==> config.mk <==
export PLATFORM = sky130hd
export DESIGN_NAME = alu_exec_unit
export DESIGN_NICKNAME = d
export VERILOG_FILES = /design/src/rtl/alu_exec_unit.sv
export SDC_FILE = /design/constraint.sdc
export NUM_CORES = 1
export LEC_CHECK = 0
export CORE_MARGIN = 4
export CORE_UTILIZATION = 50
export DETAILED_ROUTE_END_ITERATION = 16
export PLACE_DENSITY_LB_ADDON = 0.3
export SLEW_MARGIN = 20
export SYNTH_ARGS = -nofsm -noshare
export SYNTH_HDL_FRONTEND = slang
export SYNTH_SLANG_ARGS = --single-unit
==> constraint.sdc <==
create_clock -name clk -period 6.2 [get_ports clk]
set_input_delay 0.93 -clock clk [delete_from_list [all_inputs] [get_ports clk]]
set_output_delay 0.93 -clock clk [all_outputs]
set_load 0.01 [all_outputs]
==> src/rtl/alu_exec_unit.sv <==
// Single-cycle execute stage: ALU control decode, 32-bit ALU with {Z,N,V} flags,
// a registered status copy, and PC+4 / branch-target adders.
module alu_exec_unit #(
    parameter int DATA_W = 32
) (
    input  logic              clk,
    input  logic              rst,
    input  logic              aluop1,
    input  logic              aluop0,
    input  logic [4:0]        funct,
    input  logic [DATA_W-1:0] a,
    input  logic [DATA_W-1:0] b,
    input  logic [31:0]       pc,
    input  logic [15:0]       imm16,
    input  logic              status_we,
    output logic [2:0]        gout,
    output logic [DATA_W-1:0] result,
    output logic              zout,
    output logic [2:0]        status,
    output logic [2:0]        status_reg,
    output logic [31:0]       pc_plus4,
    output logic [31:0]       branch_target
);

    localparam logic [2:0] G_AND = 3'b000;
    localparam logic [2:0] G_OR  = 3'b001;
    localparam logic [2:0] G_ADD = 3'b010;
    localparam logic [2:0] G_NOR = 3'b011;
    localparam logic [2:0] G_SUB = 3'b110;
    localparam logic [2:0] G_SLT = 3'b111;

    // funct[4] is deliberately ignored; unlisted R-type codes fall back to ADD.
    function automatic logic [2:0] decode_alu_ctl(input logic [1:0] op, input logic [3:0] fn);
        logic [2:0] g;
        g = G_ADD;
        case (op)
            2'b00: g = G_ADD;
            2'b01,
            2'b11: g = G_SUB;
            default: begin
                case (fn)
                    4'b0000: g = G_ADD;
                    4'b0010: g = G_SUB;
                    4'b0100: g = G_AND;
                    4'b0101: g = G_OR;
                    4'b0111: g = G_NOR;
                    4'b1010: g = G_SLT;
                    default: g = G_ADD;
                endcase
            end
        endcase
        return g;
    endfunction

    function automatic logic add_overflow(input logic sa, input logic sb, input logic ss);
        return (sa == sb) && (ss != sa);
    endfunction

    function automatic logic sub_overflow(input logic sa, input logic sb, input logic sd);
        return (sa != sb) && (sd != sa);
    endfunction

    logic [2:0]        w_gout;
    logic signed [DATA_W-1:0] w_sum;
    logic signed [DATA_W-1:0] w_diff;
    logic              w_v_add;
    logic              w_v_sub;
    logic              w_slt;
    logic [DATA_W-1:0] w_result;
    logic              w_v;
    logic [2:0]        w_status;
    logic [31:0]       w_pc_plus4;
    logic [31:0]       w_offset;
    logic [2:0]        r_status;

    assign w_gout  = decode_alu_ctl({aluop1, aluop0}, funct[3:0]);
    assign w_sum   = $signed(a) + $signed(b);
    assign w_diff  = $signed(a) - $signed(b);
    assign w_v_add = add_overflow(a[DATA_W-1], b[DATA_W-1], w_sum[DATA_W-1]);
    assign w_v_sub = sub_overflow(a[DATA_W-1], b[DATA_W-1], w_diff[DATA_W-1]);
    // Sign of the difference corrected by overflow gives the true signed less-than.
    assign w_slt   = w_diff[DATA_W-1] ^ w_v_sub;

    always_comb begin
        w_result = '0;
        w_v      = 1'b0;
        case (w_gout)
            G_AND: w_result = a & b;
            G_OR:  w_result = a | b;
            G_NOR: w_result = ~(a | b);
            G_ADD: begin
                w_result = w_sum;
                w_v      = w_v_add;
            end
            G_SUB: begin
                w_result = w_diff;
                w_v      = w_v_sub;
            end
            G_SLT: w_result = {{(DATA_W-1){1'b0}}, w_slt};
            default: w_result = '0;
        endcase
    end

    assign w_status   = {(w_result == '0), w_result[DATA_W-1], w_v};
    assign w_pc_plus4 = pc + 32'd4;
    assign w_offset   = {{14{imm16[15]}}, imm16, 2'b00};

    always_ff @(posedge clk or posedge rst) begin
        if (rst) begin
            r_status <= 3'b000;
        end else if (status_we) begin
            r_status <= w_status;
        end
    end

    assign gout          = w_gout;
    assign result        = w_result;
    assign zout          = w_status[2];
    assign status        = w_status;
    assign status_reg    = r_status;
    assign pc_plus4      = w_pc_plus4;
    assign branch_target = w_pc_plus4 + w_offset;

endmodule

==> out/results.ini <==
[pwr]
pwr-share-comb_pct = 92.1
power_density_nw_per_um2 = 125
power.switching_uw = 758
vdd_ir_drop_max_mv = 0.0994
p_total_mw = 1.58
clkPwrFrac_pct = 6.4
intPower_uw = 825
p_sw_share_pct = 47.9
p_leak_nw = 5.83
seq_power_share_pct = 1.5

[timing]
finalHoldViolations = 0
worst_pin_slew_ns = 0.790
maxSlewViolCount = 0
maxSlewHeadroom_pct = 47.4
fin_crit_sh_pct = 105
setup_ws_ns = -0.292
fmax_ghz = 0.154
clock_skew_ns = 0
fin_crit_ns = 6.49
finalSetupViolCount = 8
rsz0062_at_grt = true

[global_routing]
grt_use_met1_pct = 43.2
grt_max_degree = 36
grt_pass1_wl_um = 53900
grt-busiest-layer = met2
met3_usage_pct = 5.57
antenna_found_initial = 2
grt_pass1_vias = 10700
grtUsageMet2_pct = 70.7
grt_usage_pct = 38.8
grt-ovfl-total = 0

[final_layout]
finalNetCount = 1839
final_cells = 1766
largest_reg_flops = 3
area_growth_pct = 69.1
drive_above_1_share_pct = 29.0

[synth]
yosysWarnings = 0
synthCells = 1121
async_flop_share_pct = 100
synth_cell_types = 80
syn-num-nets = 1378
synth.avg_cell_area_um2 = 6.66
ys_ff_latch = 3
syn-cell-area_um2 = 7470
synth_area_leaders = ha_1 22%, xnor2_1 5.9%, inv_1 5.6%
synthFlopType = dfrtp_1
ys_seq_area_share_pct = 1.01
yosysTopAreaCell = ha_1
synth_top_area_share_pct = 22.0
synth_edf_count = 0

[floorplanning]
dieHeight_um = 130
rows = 44
io_pins = 228
start_util_pct = 51.2
fp.dieArea_um2 = 17000
core_um2 = 14600
die-width_um = 130

[clocking]
ctsLongestPathBuffers = 2
clock_latency_ns = 0.22
clkTransAtPathRegs_ns = 0.03
cts_hold_buf = 0
root_buffer = clkbuf_16
cts_inserted_buffers = 3
cts_sinks = 3
htreeDepth = 1
cts_tree = yes

[hold_path]
hold_class = reg -> reg
min_path_cells = 1
hp-start = status_reg[0]$_DFFE_PP0P_
whs_endpoint = status_reg[0]$_DFFE_PP0P_

[routing]
vias = 11500
route.antenna.remaining_nets = 0
wl_um = 38300
first_pass_iters = 10
viasPerCell = 6.50
drt_iter0_markers = 1609
drc = 0
wl_per_cell_um = 21.7

[outcome]
violations = setup timing
status = finished with violations

[worst_setup_path]
crit_path_end_kind = output pin
worstSetupStartpointType = input pin
cp_max_fo = 3
path_class = in -> out
regToRegSetupSlack_ns = 5.44
timing.rr.end = status_reg[1]$_DFFE_PP0P_
reg2reg_depth = 1
crit_path_start = b[2]
worstPathRequired_ns = 5.27
crit_arrival_ns = 5.56
rr_startpoint = status_reg[1]$_DFFE_PP0P_

[place]
place.gp.congestion = 0.987
port_buffers = 220
dp_hpwl_um = 26300
post-place-cells = 1727

[flow_run]
drv_cap = 0

## cells in the final DEF (no fill, tap or decap), types with 12 or more instances in the layout
| cell | count |
|---|---|
| xor2_1 | 16 |
| clkdlybuf4s50_1 | 182 |
| nor2b_1 | 14 |
| a31oi_1 | 27 |
| xnor2_1 | 45 |
| a211oi_1 | 28 |
| ha_1 | 105 |
| o22ai_1 | 16 |
| buf_4 | 292 |
| nand4_1 | 16 |
| ha_4 | 24 |
| dlygate4sd2_1 | 17 |
| a21oi_1 | 72 |
| nand2_1 | 82 |
| nor3_1 | 21 |
| a21o_1 | 31 |
| inv_1 | 84 |
| nor2_1 | 90 |
| inv_2 | 25 |
| o21ai_0 | 55 |
| nand3_1 | 42 |
| o211ai_1 | 12 |
| nand2b_1 | 12 |
## synthesized netlist by cell type, types with 11 or more instances
master      n
ha_1      131
clkbuf_1   40
a21oi_1    83
nand2b_1   14
inv_1     111
nor2_1    101
o31ai_1    11
o211ai_1   12
nand4_1    16
o21ai_0    58
xnor2_1    50
o22ai_1    17
a21o_1     31
a211oi_1   30
nand2_1    83
a31oi_1    28
xor2_1     16
nor2b_1    15
nand3_1    43
and3_1     12
nor3_1     25
o21bai_1   13
## routing by layer
metal / part of all wire, % / vias to the layer above
li1: - / 5015
met5: 0.0078 / -
met4: 7.3 / 2
met2: 47 / 984
met1: 35 / 5191
met3: 11 / 293
## per-stage QoR
step	setup slack, ns	hold WS [ns]	setup TNS [ns]	utilization (%)	instance area (um^2)
2_1_floorplan	0.117	0.551	0	-	7470
3_3_place_gp	-1.01	0.489	-2.19	79.7	11600
3_5_place_dp	-1.27	0.514	-3.47	79.7	11600
4_1_cts	-0.161	0.522	-0.322	85.0	12400
5_1_grt	-0.686	0.534	-4.79	86.5	12600
6_report	-0.292	0.516	-1.23	86.5	12600
## how the worst max path moves through the flow
stage	to	depth (start not counted)	slack [ns]
floorplan	status[2]	27	0.12
global placement	status[2]	28	-1.01
detailed placement	zout	28	-1.27
CTS	zout	28	-0.16
global route	branch_target[29]	19	-0.69
finish	status[2]	28	-0.29
## timing repair
action	4_1_cts	5_1_grt
resized for setup	195	42
endpoints found under the setup margin	9	14
endpoints found under the hold margin	0	0
setup buffers	29	5
pin swaps	37	19
## critical path, cell delays in order
cell       delay (ns)
buf_6            0.10
inv_4            0.07
ha_4             0.17
nand2b_4         0.17
o311ai_4         0.17
a211oi_4         0.32
o211ai_1         0.17
a21oi_2          0.26
or3_4            0.18
o2bb2ai_4        0.10
o22ai_2          0.08
nor2_1           0.10
nor2_1           0.05
nor2_1           0.12
nor2_1           0.08
fa_2             0.34
nand4_1          0.09
o221ai_2         0.11
nor3_2           0.13
nand4b_1         0.14
nor4_2           0.26
nand3_1          0.12
or4_4            0.44
nor4_4           0.13
buf_4            0.16
nand4_1          0.14
nor3_2           0.21
buf_2            0.17
## power by group through the flow
stage	clock network (mW)	registers (mW)	logic, mW
after global placement	0	0.0241	1.24
after detailed placement	0	0.0245	1.27
after global routing	0.104	0.0247	1.54
final	0.101	0.0243	1.46
after CTS	0.102	0.0242	1.35
after floorplan	0	0.0256	0.606
## kinds of logic after synthesis
group                      synth area share, %
and+or+nand+nor                           22.6
adders and majority gates                 23.0
AOI/OAI and AO/OA                         35.2
muxes                                     1.26
xor gates and xnor gates                  7.74
buffers and inverters                     9.20
DFF                                       1.01
## area by class of cell
type / instances / area [um^2]
Tap cell: 184 / 230
Inverter: 113 / 439
Timing Repair Buffer: 517 / 4400
Sequential cell: 3 / 75.1
Antenna cell: 1 / 2.50
Clock buffer: 4 / 78.8
Multi-Input combinational cell: 944 / 7400
Fill cell: 812 / 1960
(Power assumes the default switching activity.)
